--- config.mk ---
export PLATFORM = sky130hd
export DESIGN_NAME = seven_segment_scan_decoder_flat
export DESIGN_NICKNAME = d
export VERILOG_FILES = /design/src/rtl/seven_segment_scan_decoder_pkg.sv /design/src/rtl/seven_segment_scan_decoder_if.sv /design/src/rtl/seven_segment_pattern_decoder.sv /design/src/rtl/seven_segment_scan_decoder.sv /design/src/flat_wrapper.sv
export SDC_FILE = /design/constraint.sdc
export NUM_CORES = 1
export LEC_CHECK = 0
export BUFFER_PORTS_ARGS = -buffer_cell sky130_fd_sc_hd__buf_4
export CAP_MARGIN = 20
export CORE_MARGIN = 2
export CORE_UTILIZATION = 55
export DETAILED_ROUTE_END_ITERATION = 10
export PLACE_DENSITY = 0.79
export SLEW_MARGIN = 20
export SYNTH_ARGS = -nofsm -noshare
export SYNTH_HDL_FRONTEND = slang
export SYNTH_SLANG_ARGS = --single-unit
export TNS_END_PERCENT = 100
--- constraint.sdc ---
create_clock -name clk -period 2.55 [get_ports clk]
set_input_delay 0.1275 -clock clk [delete_from_list [all_inputs] [get_ports clk]]
set_output_delay 0.1275 -clock clk [all_outputs]
set_load 0.02 [all_outputs]
--- src/rtl/seven_segment_scan_decoder_pkg.sv ---
// Shared constants for the seven-segment display path: segment patterns
// ({g,f,e,d,c,b,a}, active-high), scan-decoder FSM states and defaults.
package seven_segment_scan_decoder_pkg;

    localparam int unsigned DEFAULT_NUM_DIGITS = 4;

    localparam logic [6:0] SEG_0 = 7'h3F;
    localparam logic [6:0] SEG_1 = 7'h06;
    localparam logic [6:0] SEG_2 = 7'h5B;
    localparam logic [6:0] SEG_3 = 7'h4F;
    localparam logic [6:0] SEG_4 = 7'h66;
    localparam logic [6:0] SEG_5 = 7'h6D;
    localparam logic [6:0] SEG_6 = 7'h7D;
    localparam logic [6:0] SEG_7 = 7'h07;
    localparam logic [6:0] SEG_8 = 7'h7F;
    localparam logic [6:0] SEG_9 = 7'h6F;
    localparam logic [6:0] SEG_A = 7'h77;
    localparam logic [6:0] SEG_B = 7'h7C;
    localparam logic [6:0] SEG_C = 7'h39;
    localparam logic [6:0] SEG_D = 7'h5E;
    localparam logic [6:0] SEG_E = 7'h79;
    localparam logic [6:0] SEG_F = 7'h71;

    typedef enum logic {
        S_WAIT,
        S_HELD
    } state_t;

endpackage

--- src/rtl/seven_segment_scan_decoder_if.sv ---
// Multiplexed display bus as observed by the scan decoder, plus its readback outputs.
interface seven_segment_scan_decoder_if
    import seven_segment_scan_decoder_pkg::*;
#(
    parameter int unsigned NUM_DIGITS = DEFAULT_NUM_DIGITS
);
    logic [6:0]              seg_in;
    logic [NUM_DIGITS-1:0]   an_in;
    logic [4*NUM_DIGITS-1:0] digits_out;
    logic [NUM_DIGITS-1:0]   digit_valid;
    logic [NUM_DIGITS-1:0]   pattern_err;
    logic                    update;
    logic                    err_pulse;

    modport master (
        output seg_in, an_in,
        input  digits_out, digit_valid, pattern_err, update, err_pulse
    );

    modport slave (
        input  seg_in, an_in,
        output digits_out, digit_valid, pattern_err, update, err_pulse
    );
endinterface

--- src/rtl/seven_segment_pattern_decoder.sv ---
// Combinational segment-pattern to hex lookup; shares the encoder's pattern table.
module seven_segment_pattern_decoder
    import seven_segment_scan_decoder_pkg::*;
(
    input  logic [6:0] seg,
    output logic [3:0] hex,
    output logic       hit
);
    always_comb begin
        hex = '0;
        hit = 1'b1;
        case (seg)
            SEG_0:   hex = 4'h0;
            SEG_1:   hex = 4'h1;
            SEG_2:   hex = 4'h2;
            SEG_3:   hex = 4'h3;
            SEG_4:   hex = 4'h4;
            SEG_5:   hex = 4'h5;
            SEG_6:   hex = 4'h6;
            SEG_7:   hex = 4'h7;
            SEG_8:   hex = 4'h8;
            SEG_9:   hex = 4'h9;
            SEG_A:   hex = 4'hA;
            SEG_B:   hex = 4'hB;
            SEG_C:   hex = 4'hC;
            SEG_D:   hex = 4'hD;
            SEG_E:   hex = 4'hE;
            SEG_F:   hex = 4'hF;
            default: hit = 1'b0;
        endcase
    end
endmodule

--- src/rtl/seven_segment_scan_decoder.sv ---
// Debounces each dwell of a scanned 7-segment bus and decodes stable patterns
// back into a per-digit hex register file.
module seven_segment_scan_decoder
    import seven_segment_scan_decoder_pkg::*;
#(
    parameter int unsigned NUM_DIGITS    = DEFAULT_NUM_DIGITS,
    parameter int unsigned STABLE_CYCLES = 4,
    parameter int unsigned CNT_W         = 3
)(
    input  logic                         clk,
    input  logic                         rst_n,
    seven_segment_scan_decoder_if.slave  bus
);
    localparam logic [CNT_W-1:0] LAST_CNT = CNT_W'(STABLE_CYCLES - 1);

    logic [NUM_DIGITS-1:0]   smp_an;
    logic [6:0]              smp_seg;
    state_t                  state_q, state_d;
    logic [CNT_W-1:0]        cnt_q, cnt_d;
    logic                    same, commit;
    logic                    an_onehot, an_multi;
    logic [3:0]              hex;
    logic                    hit;

    logic [4*NUM_DIGITS-1:0] digits_q;
    logic [NUM_DIGITS-1:0]   valid_q, perr_q;
    logic                    update_q, err_q;

    seven_segment_pattern_decoder u_dec (
        .seg (smp_seg),
        .hex (hex),
        .hit (hit)
    );

    always_comb begin
        an_multi  = (smp_an & (smp_an - 1'b1)) != '0;
        an_onehot = (smp_an != '0) && !an_multi;
    end

    // A change on the edge of a would-be commit takes priority and restarts the dwell.
    always_comb begin
        same    = {bus.an_in, bus.seg_in} == {smp_an, smp_seg};
        state_d = state_q;
        cnt_d   = cnt_q;
        commit  = 1'b0;
        if (!same) begin
            state_d = S_WAIT;
            cnt_d   = '0;
        end else if (state_q == S_WAIT) begin
            if (cnt_q == LAST_CNT) begin
                commit  = 1'b1;
                state_d = S_HELD;
            end else begin
                cnt_d = cnt_q + 1'b1;
            end
        end
    end

    always_ff @(posedge clk or negedge rst_n) begin
        if (!rst_n) begin
            state_q <= S_WAIT;
            cnt_q   <= '0;
            smp_an  <= '0;
            smp_seg <= '0;
        end else begin
            state_q <= state_d;
            cnt_q   <= cnt_d;
            smp_an  <= bus.an_in;
            smp_seg <= bus.seg_in;
        end
    end

    // Blanking (an all-zero) commits silently; multi-hot only raises err_pulse.
    always_ff @(posedge clk or negedge rst_n) begin
        if (!rst_n) begin
            digits_q <= '0;
            valid_q  <= '0;
            perr_q   <= '0;
            update_q <= 1'b0;
            err_q    <= 1'b0;
        end else begin
            update_q <= commit && an_onehot && hit;
            err_q    <= commit && (an_multi || (an_onehot && !hit));
            if (commit && an_onehot) begin
                for (int unsigned i = 0; i < NUM_DIGITS; i++) begin
                    if (smp_an[i]) begin
                        if (hit) begin
                            digits_q[4*i +: 4] <= hex;
                            valid_q[i]         <= 1'b1;
                            perr_q[i]          <= 1'b0;
                        end else begin
                            valid_q[i]         <= 1'b0;
                            perr_q[i]          <= 1'b1;
                        end
                    end
                end
            end
        end
    end

    assign bus.digits_out  = digits_q;
    assign bus.digit_valid = valid_q;
    assign bus.pattern_err = perr_q;
    assign bus.update      = update_q;
    assign bus.err_pulse   = err_q;
endmodule

--- src/flat_wrapper.sv ---
// flat-port wrapper written by rule: the top's interface ports become plain ports
module seven_segment_scan_decoder_flat import seven_segment_scan_decoder_pkg::*;
#(
    parameter int unsigned NUM_DIGITS    = DEFAULT_NUM_DIGITS,
    parameter int unsigned STABLE_CYCLES = 4,
    parameter int unsigned CNT_W         = 3
)
  (clk, rst_n, bus_seg_in, bus_an_in, bus_digits_out, bus_digit_valid, bus_pattern_err, bus_update, bus_err_pulse);
  seven_segment_scan_decoder_if #(.NUM_DIGITS(NUM_DIGITS)) bus_i ();
  input  logic clk;
  input  logic rst_n;
  input wire logic [$bits(bus_i.seg_in)-1:0] bus_seg_in;
  input wire logic [$bits(bus_i.an_in)-1:0] bus_an_in;
  output wire logic [$bits(bus_i.digits_out)-1:0] bus_digits_out;
  output wire logic [$bits(bus_i.digit_valid)-1:0] bus_digit_valid;
  output wire logic [$bits(bus_i.pattern_err)-1:0] bus_pattern_err;
  output wire logic [$bits(bus_i.update)-1:0] bus_update;
  output wire logic [$bits(bus_i.err_pulse)-1:0] bus_err_pulse;
  assign bus_i.seg_in = bus_seg_in;
  assign bus_i.an_in = bus_an_in;
  assign bus_digits_out = bus_i.digits_out;
  assign bus_digit_valid = bus_i.digit_valid;
  assign bus_pattern_err = bus_i.pattern_err;
  assign bus_update = bus_i.update;
  assign bus_err_pulse = bus_i.err_pulse;
  seven_segment_scan_decoder #(.NUM_DIGITS(NUM_DIGITS), .STABLE_CYCLES(STABLE_CYCLES), .CNT_W(CNT_W)) u_core (.clk(clk), .rst_n(rst_n), .bus(bus_i));
endmodule
### Word level (Yosys, flattened, before mapping)

Index checks and enable logic that the tools add are counted.
Widths: inputs -> output; s select.

| operators by class | value |
|---|---|
| add/sub/neg operators | 2 |
| reductions and logical operators | 20 |
| mux-type cells | 12 |
| bitwise operators | 1 |
| equality and inequality tests | 20 |

Operator list:

| operator | number |
|---|---|
| $eq 7x7->1 const B | 12 |
| $pmux 4 s15 | 1 |
| $reduce_or 16->1 | 1 |
| $eq 7x3->1 const B | 2 |
| $eq 7x6->1 const B | 2 |
| $reduce_and 3->1 | 4 |
| $eq 11x11->1 | 1 |
| $reduce_and 2->1 | 5 |
| $mux 3 | 3 |
| $mux 1 | 8 |
| $reduce_bool 4->1 | 2 |
| $logic_and 1x1->1 | 5 |
| $and 4x4->4 | 1 |
| $ne 2x2->1 const B | 2 |
| $sub 4x1->4 const B | 1 |
| $add 3x1->3 const B | 1 |
| $eq 3x2->1 const B | 1 |
| $logic_not 1->1 | 2 |
| $logic_or 1x1->1 | 1 |

| storage, ports and cells | value |
|---|---|
| input bits | 13 |
| flip-flop bits (word level) | 41 |

### Longest topological paths before layout

Gate-level depths: netlist (run 1).

| logic depth | value |
|---|---|
| depth in word-level cells | 8 |
| mapped depth | 8 |

### By module

Synthesis (run 1) repeated with hierarchy kept, for this count alone.

| unflattened totals | value |
|---|---|
| cell total of the unflattened synthesis | 193 |
| area, all modules | 2280.9 um^2 |

Modules (own cells, without submodules):

| module | sequential area each (um^2) | times used | area an instance (um^2) | cells each |
|---|---|---|---|---|
| seven_segment_scan_decoder | 1026.0 | 1 | 1880.6 | 136 |
| seven_segment_pattern_decoder | 0.0 | 1 | 400.4 | 57 |

### Worst setup path before layout (run 1)

OpenSTA, ideal clock, no wires.

| timing path | value |
|---|---|
| kind | reg2reg |
| start | register u_core.smp_seg[6] |
| end | register u_core.digits_q[1] (netlist: u_core.bus.digits_out[1]) |
| stages on the path, launching flop included | 8 |
| data required time | 2423 ps |
| path buffers | 1 |
| slack | 406 ps |
| setup time | 127 ps |
| arrival time | 2016 ps |
| cells stage by stage | dfrtp_1 > buf_4 > xor2_1 > nor4_4 > nand3_4 > nor3_4 > and2_4 > mux2_1 |

| on the way | value |
|---|---|
| word-level cells in the longest chain between the ends | 4 |
| elaborated cells on any way between the ends | 23 |

Ends and longest elaborated chain:

| item | line | RTL |
|---|---|---|
| start, declared | seven_segment_scan_decoder.sv:17 | `logic [6:0] smp_seg;` |
| start signal, assigned | seven_segment_scan_decoder.sv:69 | `smp_seg <= bus.seg_in;` |
| $eq 7x7->1 (tied with other cells) | seven_segment_pattern_decoder.sv:12 | `case (seg)` |
| $reduce_or 16->1 (no line) or $mux 1 (tied branches) | -- |  |
| $mux 1 or $logic_and 1x1->1 (tied branches) | seven_segment_pattern_decoder.sv:12, seven_segment_scan_decoder.sv:84 |  |
| $reduce_and 3->1 (no line) | -- |  |
| end signal, assigned | seven_segment_scan_decoder.sv:76 | `digits_q <= '0;` |
| end signal, assigned by index | seven_segment_scan_decoder.sv:88 | `digits_q[4*i +: 4] <= hex;` |
| end, declared | seven_segment_scan_decoder.sv:25 | `logic [4*NUM_DIGITS-1:0] digits_q;` |

Parallel ways exist; a longest one is shown, timed or not.
A chain may end at the register's enable or synchronous reset.

### Worst setup path after layout (run 1)

| timing path | value |
|---|---|
| start | register u_core.smp_seg[5] |
| end | register u_core.digits_q[6] (netlist: u_core.bus.digits_out[6]) |

The elaborated chain is that of the path after synthesis.

==> flow_metrics.env, run 1 <==
export IMPL_maxCapViolCount=0
export IMPL_grt_max_degree=42
export IMPL_numCtsBuffers=5
export IMPL_dp_hpwl_mm=3.24
export IMPL_worstSkewPairLatency_ps=300
export IMPL_synth_common_cells="41 x dfrtp_1, 12 x mux2_1, 12 x nand2_1, 12 x xor2_1, 11 x nor2_1"
export IMPL_worstPathRequired_ps=2730
export IMPL_critical_path_depth=6
export IMPL_yosysWarnings=0
export IMPL_drt_total_wl_mm=4.67
export IMPL_timing_rr_start="u_core.smp_seg[5]"
export IMPL_postSynthRegisterBits=41
export IMPL_cpPeakStageDelay_ps=540
export IMPL_critPathArrivalTime_ps=2570
export IMPL_root_buffer="clkbuf_8"
export IMPL_whs_ps=334
export IMPL_cp_start_kind="register"
export IMPL_io_buffers=38
export IMPL_period_minus_slack_ps=2390
export IMPL_max_slew_worst_pin_slew_ps=528
export IMPL_relSlewSlack_pct=64.6
export IMPL_initial_core_util_pct=57.8
export IMPL_critPathTopFamily="simple AND/OR/NAND/NOR gates"
export IMPL_crit_type="register to register"
export IMPL_leakage_uw=0.00128
export IMPL_io_pins=39
export IMPL_clock_tree_buffer_depth=2
export IMPL_grt_first_pass_wirelength_mm=7.65
export IMPL_status="completed"
export IMPL_fill_cells=268
export IMPL_drc=0
export IMPL_syn2layout_area_growth_pct=24.8
export IMPL_clkTransAtPathRegs_ps=90
export IMPL_synth_seq_area_share_pct=48.1
export IMPL_diodes=0
export IMPL_hp_class="input pin to async pin"
export IMPL_synth_ff_type="dfrtp_1"
export IMPL_drive_gt1_share_pct=27.7
export IMPL_synth_most_common_cell="dfrtp_1"
export IMPL_final_max_slew_violation_count=0
export IMPL_die_h_um=66.3
export IMPL_cts_max_level=2
export IMPL_synth_area_top_cells="dfrtp_1 48%, mux2_1 6.3%, xor2_1 4.9%, mux2_2 2.1%, nand2_1 2.1%"
export IMPL_overflow=0
export IMPL_async_flop_share_pct=100
export IMPL_grt_util_all_layers_pct=23.7
export IMPL_cts_sinks=41
export IMPL_yosysTopAreaCell="dfrtp_1"
export IMPL_synth_edff_count=0
export IMPL_drt_initial_drc_count=142
export IMPL_cp_end_kind="register"
export IMPL_cellPowerDensity_nw_per_um2=501
export IMPL_syn_cell_area_um2=2130
export IMPL_cts_tree="built"
export IMPL_cts_resized_gates=0
export IMPL_worst_r2r_path_depth=6
export IMPL_tns_ps=0
export IMPL_vias=1660
export IMPL_first_pass_iters=5
export IMPL_critPathSlowestCell="dfrtp_1"
export IMPL_antenna_found_initial=0
export IMPL_rsz0062_at_grt="no"
export IMPL_design_die_area_um2=4390
export IMPL_syn_num_nets=204
export IMPL_yosysTopAreaCellShare_pct=48.1
export IMPL_setup_violations=0
export IMPL_peakVddDrop_uv=520
export IMPL_fmax_ghz=0.418
export IMPL_crit_path_start="u_core.smp_seg[5]"
export IMPL_wire_per_inst_um=16.3
export IMPL_placementRows=22
export IMPL_syn_inst=189
export IMPL_core_area_um2=3690
export IMPL_finalHoldViolations=0
export IMPL_place_gp_congestion=0.901
export IMPL_ff2ff_setup_slack_ps=160
export IMPL_min_period_over_period_pct=93.8
export IMPL_vias_per_cell=5.80
export IMPL_nets=252
export IMPL_critPathMaxFanout=15
export IMPL_fin_skew_ps=12.5
export IMPL_synth_cell_types=52
export IMPL_critPathBufInv=0
export IMPL_crit_chain="and3_1 -> a311oi_1 -> o211ai_1 -> or3_4 -> nand2_2 -> mux2_1"
export IMPL_syn_area_per_cell_um2=11.3
export IMPL_ant_nets=0
export IMPL_grt_pass1_vias=1599
export IMPL_die_w_um=66.3
export IMPL_crit_end="u_core.bus.digits_out[6]"
export IMPL_timing_rr_end="u_core.bus.digits_out[6]"
[logic make-up after synthesis]
group | Yosys count | synth area share (%)
compound gates | 35 | 12.0
buf+inv | 20 | 4.75
fa+ha+maj | 2 | 1.17
simple gates | 61 | 19.5
mux | 17 | 9.15
xor+xnor | 13 | 5.34
flops | 41 | 48.1
[worst min-delay path by stage]
stage,startpoint,end,slack (ps),cells after the start
6_report,rst_n,u_core.smp_seg[5],330,2
3_3_place_gp,rst_n,u_core.cnt_q[2],120,1
4_1_cts,rst_n,u_core.bus.pattern_err[0],340,2
5_1_grt,rst_n,u_core.bus.pattern_err[0],370,2
3_5_place_dp,rst_n,u_core.cnt_q[1],130,1
2_1_floorplan,rst_n,u_core.bus.digit_valid[0],-170,0
[stage by stage]
stage | power, µW | util [%] | worst slack (ps) | cells | area, µm²
finish | 1330 | 72.1 | 159 | 286 | 2660
global route | 1390 | 72.1 | 20.1 | 286 | 2660
CTS | 1340 | 72.1 | 176 | 286 | 2660
detailed placement | 804 | 65.7 | 202 | 266 | 2420
global placement | 798 | 65.7 | 288 | 266 | 2420
floorplan | 764 | - | 406 | 189 | 2130
[registers in the layout (all words and copies together) (netlist names)]
| name | cells |
|---|---|
| u_core.cnt_q | 3 |
| u_core.bus.update | 1 |
| u_core.smp_an | 4 |
| u_core.bus.digit_valid | 4 |
| u_core.bus.pattern_err | 4 |
| u_core.bus.digits_out | 16 |
| u_core.state_q | 1 |
| u_core.smp_seg | 7 |
| u_core.bus.err_pulse | 1 |
[layer usage]
layer / GRT usage [%] / share of wire [%] / vias to the layer above
li1: - / - / 775
met1: 29.5 / 41 / 824
met2: 39.8 / 54 / 52
met3: 5.96 / 4.2 / 9
met4: 8.67 / 1.6 / 0
met5: 0 / 0 / -
[cells in the final DEF, fill, tap and decap left out, types with 3 or more instances in the layout]
cell	Yosys	final
mux2_2	4	4
dfrtp_1	41	41
o21ai_0	8	8
nand3_1	4	4
a22o_1	4	4
buf_4	1	40
nand2_1	12	12
a21oi_1	3	3
nand3b_1	3	3
nand2_2	3	3
mux2_1	12	12
dlygate4sd3_1	0	12
o32ai_1	3	3
nor3_1	4	4
inv_1	9	9
nor2_1	11	11
nor4bb_1	3	3
xor2_1	12	12
clkbuf_8	0	5
[layout make-up]
class / instances / area (µm²) / area share, %
inverter: 9 / 33.8 / 1.27
tap: 48 / 60.1 / 2.26
clock inverter: 3 / 46.3 / 1.74
multi-input combinational: 128 / 1000 / 37.8
timing repair buffer: 52 / 420 / 15.8
clock buffer: 5 / 68.8 / 2.59
sequential: 41 / 1030 / 38.6
[timing repair]
item,CTS,global route
hold endpoints to repair,52,0
hold buffers,12,0
setup buffers,0,0
setup endpoints to repair,0,0
[power by group]
group	switching (µW)	internal [µW]	leakage [µW]
logic	67.2	56.7	0.000693
clock network	233	293	0.0000543
registers	25.6	658	0.000532
total	326	1010	0.00128
Note: power is estimated with default switching activity, not from simulation.
==> run 2: changes to the inputs <==
--- a/config.mk
+++ b/config.mk
@@ -8,9 +8,8 @@
 export BUFFER_PORTS_ARGS = -buffer_cell sky130_fd_sc_hd__buf_4
 export CAP_MARGIN = 20
 export CORE_MARGIN = 2
-export CORE_UTILIZATION = 55
+export CORE_UTILIZATION = 29
 export DETAILED_ROUTE_END_ITERATION = 10
-export PLACE_DENSITY = 0.79
 export SLEW_MARGIN = 20
 export SYNTH_ARGS = -nofsm -noshare
 export SYNTH_HDL_FRONTEND = slang
==> run 2 against run 1 <==
Flip-flop and latch count stayed put. Worst hold slack better by 13 ps. Total power is 1.6% higher. Largest power group unchanged. Clock skew is 6.9 ps lower. Setup slack better by 22 ps. Critical endpoint unchanged. Via count is 4.5% lower. Critical path type unchanged. Combinational power is 4% lower. Final area is 2.6% higher. Register-to-register slack better by 20 ps. Cell count is 18% higher.
==> flow_metrics.env, run 2 (synthesis results as in run 1) <==
export IMPL_worstSkewPairLatency_ps=300
export IMPL_cts_resized_gates=0
export IMPL_maxCapViolCount=0
export IMPL_cts_sinks=41
export IMPL_crit_type="register to register"
export IMPL_initial_core_util_pct=29.7
export IMPL_critPathMaxFanout=15
export IMPL_drt_total_wl_mm=4.48
export IMPL_worstPathRequired_ps=2730
export IMPL_grt_first_pass_wirelength_mm=7.63
export IMPL_first_pass_iters=4
export IMPL_min_period_over_period_pct=92.9
export IMPL_layout_setup_ws_ps=181
export IMPL_wire_per_inst_um=13.3
export IMPL_period_minus_slack_ps=2370
export IMPL_finalHoldViolations=0
export IMPL_final_max_slew_violation_count=0
export IMPL_timing_rr_end="u_core.bus.digits_out[6]"
export IMPL_status="completed"
export IMPL_cellPowerDensity_nw_per_um2=497
export IMPL_grt_max_degree=42
export IMPL_fill_cells=707
export IMPL_numCtsBuffers=5
export IMPL_crit_path_start="u_core.smp_seg[5]"
export IMPL_cts_setup_buffers=0
export IMPL_die_h_um=89.7
export IMPL_cp_end_kind="register"
export IMPL_setup_violations=0
export IMPL_rsz0062_at_grt="no"
export IMPL_critPathArrivalTime_ps=2550
export IMPL_drc=0
export IMPL_antenna_found_initial=0
export IMPL_layout_commonest_cell="dfrtp_1"
export IMPL_cts_hold_buf=12
export IMPL_final_cell_mix="41 x dfrtp_1, 40 x buf_4"
export IMPL_place_gp_congestion=0.815
export IMPL_vias_per_cell=4.71
export IMPL_clkTransAtPathRegs_ps=80
export IMPL_placementRows=31
export IMPL_relSlewSlack_pct=65.7
export IMPL_ff2ff_setup_slack_ps=180
export IMPL_crit_end="u_core.bus.digits_out[6]"
export IMPL_hp_class="input pin to async pin"
export IMPL_tns_ps=0
export IMPL_grt_util_all_layers_pct=11.6
export IMPL_timing_rr_start="u_core.smp_seg[5]"
export IMPL_dpl_cell_count=317
export IMPL_fin_skew_ps=5.66
export IMPL_ant_nets=0
export IMPL_design_die_area_um2=8050
export IMPL_clock_tree_buffer_depth=2
export IMPL_critPathBufInv=0
export IMPL_cpPeakStageDelay_ps=560
export IMPL_vias=1586
export IMPL_critPathTopFamily="simple AND/OR/NAND/NOR gates"
export IMPL_nets=252
export IMPL_critical_path_depth=6
export IMPL_dp_hpwl_mm=3.21
export IMPL_drive_gt1_share_pct=27.7
export IMPL_grt_pass1_vias=1504
export IMPL_cp_start_kind="register"
export IMPL_diodes=0
export IMPL_cts_max_level=2
export IMPL_dp_slack_ps=195
export IMPL_crit_chain="and3_1 -> a311oi_1 -> o211ai_1 -> or3_4 -> nand2_2 -> mux2_1"
export IMPL_multi_input_area_um2=1000
export IMPL_fmax_ghz=0.422
export IMPL_critPathSlowestCell="dfrtp_1"
export IMPL_die_w_um=89.7
export IMPL_largest_reg_flops=16
export IMPL_syn2layout_area_growth_pct=28.0
export IMPL_core_area_um2=7180
export IMPL_leakage_uw=0.00128
export IMPL_worst_r2r_path_depth=6
export IMPL_peakVddDrop_uv=298
export IMPL_register_area_um2=1030
export IMPL_io_buffers=38
export IMPL_root_buffer="clkbuf_8"
export IMPL_cts_tree="built"
export IMPL_overflow=0
export IMPL_drt_initial_drc_count=81
export IMPL_fin_cells=337
export IMPL_io_pins=39
export IMPL_max_slew_worst_pin_slew_ps=511
export IMPL_finalPower_uw=1360
-- run 2: worst min-delay path by stage --
stage	startpoint	end	slack, ps	cells past startpoint
finish	rst_n	u_core.bus.digits_out[13]	350	2
global route	rst_n	u_core.bus.digits_out[13]	410	2
CTS	rst_n	u_core.bus.digits_out[13]	370	2
detailed placement	rst_n	u_core.bus.digits_out[13]	140	1
global placement	rst_n	u_core.bus.digits_out[13]	150	1
floorplan	rst_n	u_core.bus.digit_valid[0]	-170	0
-- run 2: final cells by class --
| class | count | share of cell area [%] |
|---|---|---|
| sequential | 41 | 37.6 |
| timing repair buffer | 52 | 15.4 |
| tap | 99 | 4.54 |
| clock buffer | 6 | 3.03 |
| multi-input combinational | 128 | 36.8 |
| inverter | 9 | 1.24 |
| clock inverter | 2 | 1.38 |
-- run 2: routing by layer --
layer,global-route usage (%),vias up,routed length [µm]
met5,0,-,0
met3,2.93,4,230
met1,17.1,767,2240
met4,3.08,0,36
li1,-,771,-
met2,17.0,44,1970
-- run 2: power breakdown --
part	internal [µW]	switching, µW	total, µW
logic	56.6	62.6	119
registers	658	27.5	686
clock network	318	233	551
total	1030	323	1360
-- run 2: through the flow --
step	area, µm²	hold WS [ps]	utilization (%)
finish	2730	347	38.0
global route	2730	408	38.0
CTS	2730	368	38.0
detailed placement	2490	142	34.7
global placement	2490	150	34.7
floorplan	2130	-168	-
